[src/rtl/sd4_mac_pkg.sv]
// ============================================================================
// Module      : sd4_mac_pkg
// Description : Shared state encoding and default widths for the SD4 MAC path.
// Revision    : 1.0 - initial release
// ============================================================================
`default_nettype none

package sd4_mac_pkg;

   localparam int c_SUM_W = 20;
   localparam int c_ACC_W = 32;
   localparam int c_CNT_W = 8;

   typedef enum logic [1:0] {
      IDLE  = 2'd0,
      ACCUM = 2'd1,
      HOLD  = 2'd2
   } state_t;

endpackage

`default_nettype wire

[src/rtl/sd4_sat_add.sv]
// ============================================================================
// Module      : sd4_sat_add
// Description : Combinational signed add of a wide accumulator and a narrow
//               term, clamped to the accumulator range with a saturation flag.
// Revision    : 1.0 - initial release
// ============================================================================
`default_nettype none

module sd4_sat_add #(
   parameter int ACC_W = 32,
   parameter int SUM_W = 20
) (
   input  logic [ACC_W-1:0] acc_i,
   input  logic [SUM_W-1:0] sum_i,
   output logic [ACC_W-1:0] res_o,
   output logic             sat_o
);

   logic [ACC_W:0] w_a;
   logic [ACC_W:0] w_b;
   logic [ACC_W:0] w_sum;

   assign w_a   = {acc_i[ACC_W-1], acc_i};
   assign w_b   = {{(ACC_W+1-SUM_W){sum_i[SUM_W-1]}}, sum_i};
   assign w_sum = w_a + w_b;

   // The guard bit disagreeing with the result sign means the true sum left
   // the ACC_W range; the guard bit then holds the true sign.
   assign sat_o = w_sum[ACC_W] ^ w_sum[ACC_W-1];

   always_comb begin
      res_o = w_sum[ACC_W-1:0];
      if (sat_o) begin
         res_o = w_sum[ACC_W] ? {1'b1, {(ACC_W-1){1'b0}}}
                              : {1'b0, {(ACC_W-1){1'b1}}};
      end
   end

endmodule

`default_nettype wire

[src/rtl/sd4_accumulator.sv]
// ============================================================================
// Module      : sd4_accumulator
// Description : Valid/ready accumulator of signed dot-product terms with
//               saturation, term counting and a held result stage.
// Revision    : 1.0 - initial release
// ============================================================================
`default_nettype none

module sd4_accumulator
   import sd4_mac_pkg::*;
#(
   parameter int SUM_W = c_SUM_W,
   parameter int ACC_W = c_ACC_W,
   parameter int CNT_W = c_CNT_W
) (
   input  logic             clk,
   input  logic             rst,
   input  logic             in_valid,
   output logic             in_ready,
   input  logic [SUM_W-1:0] sum_in,
   input  logic             in_last,
   output logic             out_valid,
   input  logic             out_ready,
   output logic [ACC_W-1:0] acc_out,
   output logic [CNT_W-1:0] term_cnt,
   output logic             ovf
);

   state_t             r_state_q;
   state_t             w_state_d;
   logic [ACC_W-1:0]   r_acc_q;
   logic [ACC_W-1:0]   w_acc_d;
   logic [CNT_W-1:0]   r_cnt_q;
   logic [CNT_W-1:0]   w_cnt_d;
   logic               r_ovf_q;
   logic               w_ovf_d;

   logic               w_in_xfer;
   logic               w_out_xfer;
   logic [ACC_W-1:0]   w_sum_sext;
   logic [ACC_W-1:0]   w_sat_sum;
   logic               w_sat;

   assign in_ready   = (r_state_q != HOLD) && !rst;
   assign out_valid  = (r_state_q == HOLD);
   assign w_in_xfer  = in_valid && in_ready;
   assign w_out_xfer = out_valid && out_ready;
   assign w_sum_sext = {{(ACC_W-SUM_W){sum_in[SUM_W-1]}}, sum_in};

   assign acc_out  = r_acc_q;
   assign term_cnt = r_cnt_q;
   assign ovf      = r_ovf_q;

   sd4_sat_add #(
      .ACC_W (ACC_W),
      .SUM_W (SUM_W)
   ) u_sat_add (
      .acc_i (r_acc_q),
      .sum_i (sum_in),
      .res_o (w_sat_sum),
      .sat_o (w_sat)
   );

   always_comb begin
      w_state_d = r_state_q;
      w_acc_d   = r_acc_q;
      w_cnt_d   = r_cnt_q;
      w_ovf_d   = r_ovf_q;
      unique case (r_state_q)
         IDLE: begin
            if (w_in_xfer) begin
               w_acc_d   = w_sum_sext;
               w_cnt_d   = CNT_W'(1);
               w_ovf_d   = 1'b0;
               w_state_d = in_last ? HOLD : ACCUM;
            end
         end
         ACCUM: begin
            if (w_in_xfer) begin
               w_acc_d = w_sat_sum;
               w_ovf_d = r_ovf_q | w_sat;
               if (r_cnt_q != {CNT_W{1'b1}}) begin
                  w_cnt_d = r_cnt_q + CNT_W'(1);
               end
               if (in_last) begin
                  w_state_d = HOLD;
               end
            end
         end
         HOLD: begin
            if (w_out_xfer) begin
               w_state_d = IDLE;
            end
         end
         default: w_state_d = IDLE;
      endcase
   end

   always_ff @(posedge clk) begin
      if (rst) begin
         r_state_q <= IDLE;
         r_acc_q   <= '0;
         r_cnt_q   <= '0;
         r_ovf_q   <= 1'b0;
      end else begin
         r_state_q <= w_state_d;
         r_acc_q   <= w_acc_d;
         r_cnt_q   <= w_cnt_d;
         r_ovf_q   <= w_ovf_d;
      end
   end

endmodule

`default_nettype wire

[config.mk]
export PLATFORM = sky130hd
export DESIGN_NAME = sd4_accumulator
export DESIGN_NICKNAME = d
export VERILOG_FILES = /design/src/rtl/sd4_mac_pkg.sv /design/src/rtl/sd4_sat_add.sv /design/src/rtl/sd4_accumulator.sv
export SDC_FILE = /design/constraint.sdc
export NUM_CORES = 1
export LEC_CHECK = 0
export BUFFER_PORTS_ARGS = -buffer_cell sky130_fd_sc_hd__buf_2
export CORE_UTILIZATION = 55
export CTS_CLUSTER_SIZE = 14
export DETAILED_ROUTE_END_ITERATION = 6
export PLACE_DENSITY = 0.78
export SYNTH_ARGS = -nofsm -noshare
export SYNTH_HDL_FRONTEND = slang
export SYNTH_HIERARCHICAL = 1
export SYNTH_SLANG_ARGS = --single-unit
[constraint.sdc]
create_clock -name clk -period 8.6 [get_ports clk]
set_clock_uncertainty 0.05 [all_clocks]
set_input_delay 0.86 -clock clk [delete_from_list [all_inputs] [get_ports clk]]
set_output_delay 0.86 -clock clk [all_outputs]
set_load 0.03 [all_outputs]
# Word-level counts from Yosys, hierarchy flattened
# Index checks and enable logic that the tools add are counted.
# classes
reduce_logical	9
eq_ne	9
mux	18
add_sub_neg	2
n_bitwise	2
# ops
op	count
$mux W32	4
$pmux W32 S2	1
$add A32 B20 Y33	1
$mux W8	3
$pmux W8 S2	1
$mux W2	5
$ne A2 B2 Y1 const B	5
$add A8 B1 Y8 const B	1
$ne A8 B8 Y1 const B	1
$reduce_and A4 Y1	2
$pmux W2 S3	1
$logic_and A1 B1 Y1	3
$reduce_and A3 Y1	1
$eq A2 B1 Y1 const B	1
$eq A2 B2 Y1 const B	1
$logic_not A2 Y1	1
$mux W1	2
$ne A2 B1 Y1 const B	1
$pmux W1 S2	1
$reduce_bool A2 Y1	1
$logic_not A1 Y1	1
$or A1 B1 Y1	1
$xor A1 B1 Y1	1
# word_totals
wordCells	44
input_bits	25
reg_bits	43

# Longest topological paths before layout
# Gate-level depths: netlist of the first run.
# depth
ltp_word	5
ltp_mapped	15
depth_no_buf	14

# Modules after synthesis
# The synthesis of the first run kept the hierarchy.
# modules_own_cells
mod	cells_per_inst	instances	seq_area_each_um2	area_per_inst_um2
sd4_sat_add	300	1	0.0	2124.5
sd4_accumulator	213	1	860.8	1915.6

# Worst setup path after synthesis of the first run
# OpenSTA, ideal clock, no wires.
# synth_timing
path_kind	in2reg
from	in sum_in[10]
to	reg r_acc_q[7], in the netlist acc_out[7]
cell_stages	12
setup_time_ns	0.086
t_arrival_ns	3.451
path_buffers	1
path_slack_ns	5.014
path_cell_list	ha_1 -> nand2_1 -> nor4_2 -> a211oi_1 -> a211oi_4 -> a41oi_4 -> o31ai_4 -> mux2i_2 -> buf_6 -> o21a_1 -> mux2i_1 -> a211oi_1
# synth_via
elab_chain_cells	5
word_cells_on_any_way	6
classes_between	1 x add/sub; 4 x mux; 1 x bitwise
# synth_lines
item	line	text
from (decl)	sd4_accumulator.sv:20	input logic [SUM_W-1:0] sum_in,
$add A32 B20 Y33 (*)	sd4_sat_add.sv:25	assign w_sum = w_a + w_b;
$mux W32 / $xor A1 B1 Y1 (equally long branches)	sd4_sat_add.sv:34, sd4_sat_add.sv:29	
$mux W32 (*)	sd4_sat_add.sv:33	if (sat_o) begin
via w_sat_sum[7]	sd4_accumulator.sv:41	logic [ACC_W-1:0] w_sat_sum;
$mux W32 (*)	sd4_accumulator.sv:79	if (w_in_xfer) begin
$pmux W32 S2 (*)	sd4_accumulator.sv:69	unique case (r_state_q)
to (signal assigned)	sd4_accumulator.sv:107	r_acc_q <= w_acc_d;
to (decl)	sd4_accumulator.sv:31	logic [ACC_W-1:0] r_acc_q;
# Mark *: on every way through the listed nets, which the timed path passes. The rest lies on a longest branch. The select of a mux whose other input is x is not followed.
# A chain may end at the register's enable or synchronous reset.

# Worst setup path after layout of the first run
# layout_timing
from	in sum_in[19]
to	reg r_acc_q[16], in the netlist acc_out[16]
# The elaborated chain is that of the path after synthesis.

==> results of run 1 <==
-- Yosys cell counts, types with 7 or more instances --
master and instances:
ha_1 33, o21ai_1 7, nor2_1 48, buf_2 15, o21ai_0 30, nand2_1 38, a211oi_1 26, nand3_1 10
inv_1 13, a21oi_1 46, mux2i_1 20, nor3_1 9, xor2_1 13, o211ai_1 7, nand4_1 7, dfxtp_1 43
clkbuf_1 9, a21o_1 44, xnor2_1 14
-- logic make-up (layout without fill, tap and decap cells) --
logic type      count (synthesis)  after routing  share of synthesized area, %
simple gates                  139            139                          16.4
compound gates                201            201                          34.2
fa+ha+maj                      35             35                          11.0
xor+xnor                       27             27                          5.85
buf+inv                        46             91                          5.79
mux                            22             22                          5.57
flops                          43             43                          21.3
-- critical path: cells and delay by family --
family	cells	cell delay, ns
buffers and inverters	2	0.62
multiplexers	2	0.48
AO/OA/AOI/OAI	7	1.48
AND/OR/NAND/NOR	1	0.71
adder cells (fa/ha/maj)	1	0.35
-- flip-flops by register name, summed over array words and instances, names as in the netlist --
| signal | cells |
|---|---|
| acc_out | 32 |
| ovf | 1 |
| term_cnt | 8 |
| r_state_q | 2 |
-- layout make-up --
class                           instances  area, um2  share of cell area [%]
Clock buffer                            5       68.8                    1.54
Sequential cell                        43        861                    19.3
Tap cell                               96        120                    2.69
Timing Repair Buffer                   70        358                    8.02
Clock inverter                          2       37.5                   0.842
Multi-Input combinational cell        424       2960                    66.4
Inverter                               14       52.6                    1.18
-- per-stage QoR --
stage               power [mW]  cells
finish                   0.752    654
floorplan                0.518    513
global route             0.801    654
CTS                      0.752    654
global placement         0.584    647
detailed placement       0.592    647
-- power by group --
part           total, mW  internal [mW]  switching, mW
clock network      0.159         0.0850         0.0743
logic              0.364          0.147          0.217
registers          0.229          0.215         0.0139
total              0.752          0.447          0.306
-- routing by layer --
layer	vias to the layer above	routed length, um	share of wire [%]
met5	-	0	0
met4	0	156	1.5
met3	16	510	5.0
met2	121	4910	48
met1	1877	4620	45
li1	1986	-	-
-- final timing paths --
check,end,depth (start not counted)
worst max register to register,acc_out[13],12
worst min-delay path,ovf,2
worst min register to register,ovf,2
worst max-delay path,acc_out[16],13
==> run metrics, run 1 <==
status completed; final-report hold violation count 0; Period minus WS final 4.35 ns; Worst EP arrival 4.51 ns; die area 7690 um2; max incr delay on CP 0.71 ns; Fmax 0.230 GHz; Post-CTS Setup Inserts 0; worst slack, placed 3.92 ns; CTS tree done; most common cell after layout, fill and taps aside buf_2; slowest stage cell on the critical path nor4_4; PwrDens 169 nW/um2; Vias/cell 6.12; RSZ-0062 raised after global routing no; layout cells sized above 1 16.1%; Syn Std Cell Area 4040 um2; cell taking the most area after synthesis dfxtp_1; initial antenna violation count 0; first-pass GRT wire length 16800 um; CTS Sinks 43; Leak 2.11 nW; post-synthesis sequential area ratio 21.3%; commonest cells after routing, fill and taps aside 67 x buf_2, 48 x nor2_1, 46 x a21oi_1; Total GRT Usage 27.3%; CTS clk-pin slew, worst paths 0.09 ns; vias in the first global route 3714; met2 usage 48.5%; VDD IR max 0.0860 mV; area grow syn2layout 10.4%; DRT antenna net count 0; worst endpoint required time 8.76 ns; Setup crit start sum_in[19]; num ports 68; Cell Chain, Critical Path buf_2 -> ha_1 -> a21o_1 -> a21o_1 -> o21bai_1 -> a21o_1 -> a21oi_1 -> mux2_2 -> nor4_4 -> buf_4 -> a21o_1 -> mux2i_1 -> a211oi_1; Die W 87.7 um; final period utilization 50.6%; post-cts resize count 0; Mapped Cells 513; Rel. slew slack 17.5%; routability cong. 0.926; post-route cell area 4460 um2; Worst-Margin Slew 1.24 ns; WL/cell 15.6 um; grt ovf 0; Ys Warns 6; Sum Neg Setup Slack 0 ns; Die H 87.7 um; asr flop ratio synth 0%; Placed Area 4350 um2; final core occ 64.2%; grt peak-use layer met2; Hold Path Class reg2reg; Avg Synthesized Cell Area 7.88 um2; H-tree depth 2; Worst Setup End Kind register; ANT cells 0; Synth cell types 60; routing usage on met1 33.7%; iteration count of the initial detailed-routing pass 5; # DRC 0; filler cell count in the final layout 644; area share of the largest cell type after synthesis 21.3%; hpwl dp 7490 um; initial core utilization 58.2%; Synth Flop Type dfxtp_1; R2R Setup Slk 4.71 ns; CTS Hold Bufs 0; DR vias 4000; worst-path fanout max 16; most used cell, CP a21o_1; Net Count, Synth 572; kind of critical path in2reg; Clk Latency, worst-skew pair 0.30 ns; final setup fails 0; Post-synth EDFFs 0; CTS Buf Count 5; final hold slack 0.425 ns; CP Launch Type input pin; met3 usage 4.34%; clock buffer depth 2; worst setup margin 4.25 ns; Slew Limit Fails 0; core outline area 6940 um2; Worst Hold Launch ovf; FF-to-FF Start acc_out[2]; CTS Root Cell clkbuf_8; largest net degree at the start of global routing 61; row count 30; DRT iter0 DRCs 231; nets 617; Max-Cap Viols 0; DRT Wirelength 10200 um; I/O Buffers 67; ranking of synthesized cells by area dfxtp_1 21%, ha_1 10%, a21o_1 8.2%; Yosys reg bits 43
(Power assumes the default switching activity.)
==> inputs of run 2 (changes only) <==
- ABC_AREA: not set -> 1
- CORE_UTILIZATION: 55 -> 53
- clock period: 8.6 -> 3.5 ns (I/O delays scaled with it)
==> run 2 against run 1 <==
Against the previous run: final cell count rose by 43%; non-clock buffer count fell by 3; final area rose by 13%; setup slack got worse by 3.7 ns; worst hold slack got worse by 0.23 ns; sequential power rose by 150%; synthesized cell count rose by 51%; flip-flop and latch count did not move; register-to-register slack got worse by 4.1 ns; die area rose by 19%; critical endpoint is now acc_out[2]; largest cell class unchanged.
==> run metrics, run 2 <==
most used cell, CP nand2_2; most common cell after layout, fill and taps aside nand2_1; Ys Warns 6 (unchanged); worst slack, placed 0.532 ns (-3.39 ns); final period utilization 83.2%; asr flop ratio synth 0% (unchanged); ranking of synthesized cells by area nand2_1 24%, dfxtp_1 19%, ha_1 8.9%; grt ovf 0 (unchanged); max incr delay on CP 0.44 ns (-0.27 ns); Clk Latency, worst-skew pair 0.31 ns (about the same); met2 WL 5820 um (+19%); I/O Buffers 67 (unchanged); DRT met1 WL 6060 um (+31%); largest net degree at the start of global routing 40 (-34%); FF/Latch Area 861 um2 (unchanged); Setup crit start acc_out[0]; worst setup margin 0.588 ns (-3.66 ns); Worst EP arrival 3.08 ns (-1.43 ns); Vias/cell 5.41 (-12%); FF-to-FF Start acc_out[0]; Fmax 0.343 GHz; final setup fails 0 (unchanged); Synth top cells by count 296 x nand2_1, 90 x inv_1, 76 x nor2_1, 45 x a21oi_1, 43 x dfxtp_1; CP Launch Type register; final-report hold violation count 0 (unchanged); hpwl dp 10300 um (+38%); Net Count, Synth 835 (+46%); Avg Synthesized Cell Area 5.99 um2 (-24%); VDD IR max 0.192 mV (+120%); Worst Reg-to-Reg Cells 18 (+6); R2R Setup Slk 0.59 ns (-4.12 ns); Max-Cap Viols 0 (unchanged); DRT iter0 DRCs 447 (+94%); Post-CTS Setup Inserts 0 (unchanged); Die H 95.7 um (+9.1%); Synth cell types 36 (-40%); Placed Area 4950 um2 (+14%); number of flip-flops in the largest register 32 (unchanged); hold path endpoint r_state_q[0]; Yosys reg bits 43 (unchanged); CTS Hold Bufs 0 (unchanged); Total GRT Usage 30.3% (+3.1 points); Cell Chain, Critical Path ha_1 -> fa_1 -> nand2_1 -> nand3_1 -> nand3_1 -> nand2_2 -> nand2_1 -> nand2_2 -> nand2_2 -> nand2_2 -> nand2_2 -> nand2_4 -> nand2_4 -> o21ai_1 -> nor2_1 -> o21ai_1 -> nand2_1 -> inv_1; row count 33 (+10%); Synth Flop Type dfxtp_1; die area 9150 um2 (+19%); commonest cells after routing, fill and taps aside 296 x nand2_1, 90 x inv_1, 76 x nor2_1; Syn Std Cell Area 4650 um2 (+15%); kind of critical path reg2reg; initial antenna violation count 0 (unchanged); final hold slack 0.196 ns (-0.230 ns); post-synthesis sequential area ratio 18.5% (-2.8 points); worst-path fanout max 32 (+16); CTS Buf Count 5 (unchanged); cell taking the most area after synthesis nand2_1; area share of the largest cell type after synthesis 23.9% (+2.6 points); DR vias 5065 (+27%); # DRC 0 (unchanged); slowest stage cell on the critical path fa_1; Reg-to-Reg End acc_out[2]; iteration count of the initial detailed-routing pass 6 (+1); Sum Neg Setup Slack 0 ns (unchanged); Multi-input gate area 3260 um2 (+10%); vias in the first global route 4635 (+25%); CTS tree done; hold path depth 2 (unchanged); DRT Wirelength 13400 um (+32%); layout cells sized above 1 15.3% (-0.85 points); top-count cell post-synth nand2_1; Slew Limit Fails 0 (unchanged); Period minus WS final 2.91 ns; CTS clk-pin slew, worst paths 0.11 ns (+0.02 ns); Die W 95.7 um (+9.1%); Worst Setup End Kind register; post-route cell area 5040 um2 (+13%); post-cts resize count 0 (unchanged); area grow syn2layout 8.48%; num ports 68 (unchanged); ANT cells 0 (unchanged); max layer used met4; Worst Path Buf+Inv 1 (-1); H-tree depth 2 (unchanged); first-pass GRT wire length 21600 um (+29%); nets 889 (+44%); CTS Sinks 43 (unchanged); PwrDens 377 nW/um2 (+120%); Leak 2.86 nW (+36%); Hold Path Class in2reg; Worst Hold Launch in_last; WL/cell 14.4 um (-7.9%); Rel. slew slack 51.1% (+34 points); status completed; Post-synth EDFFs 0 (unchanged); CTS Root Cell clkbuf_8; Worst-Margin Slew 0.733 ns (-0.502 ns); Mapped Cells 776 (+51%); initial core utilization 55.7% (-2.4 points); clock buffer depth 2 (unchanged); routability cong. 1.03 (+11%); Met3 Wirelength 1280 um (+150%); filler cell count in the final layout 871 (+35%); RSZ-0062 raised after global routing no; DRT antenna net count 0 (unchanged); core outline area 8340 um2 (+20%); Top delay family on crit path simple AND/OR/NAND/NOR gates; worst endpoint required time 3.67 ns (-5.09 ns)
[run 2: worst max path at each step]
| stage | end | depth (start not counted) |
|---|---|---|
| finish | acc_out[2] | 18 |
| global route | acc_out[5] | 18 |
| CTS | acc_out[5] | 18 |
| detailed placement | acc_out[5] | 19 |
| global placement | acc_out[2] | 19 |
| floorplan | acc_out[3] | 19 |
[run 2: through the flow]
stage	instances	power, mW	utilization (%)
floorplan	776	1.33	-
global placement	928	1.51	59.4
detailed placement	928	1.53	59.4
CTS	936	1.89	60.5
global route	936	2.04	60.5
finish	936	1.90	60.5
[run 2: kinds of logic (layout without fill, tap and decap cells)]
family,Yosys count,after routing,synth area share [%]
buffers and inverters,116,171,11.4
XOR/XNOR,19,19,3.58
flip-flops,43,43,18.5
AO/OA/AOI/OAI,131,131,17.8
AND/OR/NAND/NOR,433,433,39.5
adder cells (fa/ha/maj),34,34,9.31
[run 2: cell type report]
| cell class | count | share of cell area, % |
|---|---|---|
| sequential | 43 | 17.1 |
| multi-input combinational | 617 | 64.6 |
| clock buffer | 5 | 1.36 |
| inverter | 96 | 7.19 |
| tap | 105 | 2.60 |
| timing repair buffer | 67 | 6.65 |
| clock inverter | 3 | 0.471 |
[run 2: report_power, final]
group | total, mW | internal (mW) | switching (mW) | leakage [nW]
Clock | 0.362 | 0.144 | 0.218 | 0.0408
Sequential | 0.570 | 0.529 | 0.0407 | 0.355
Combinational | 0.969 | 0.315 | 0.655 | 2.47
Total | 1.90 | 0.988 | 0.914 | 2.86
[run 2: layer usage]
layer	up-vias	GRT usage, %
li1	2568	-
met1	2257	41.9
met2	214	48.9
met3	26	4.39
met4	0	8.21
met5	-	0
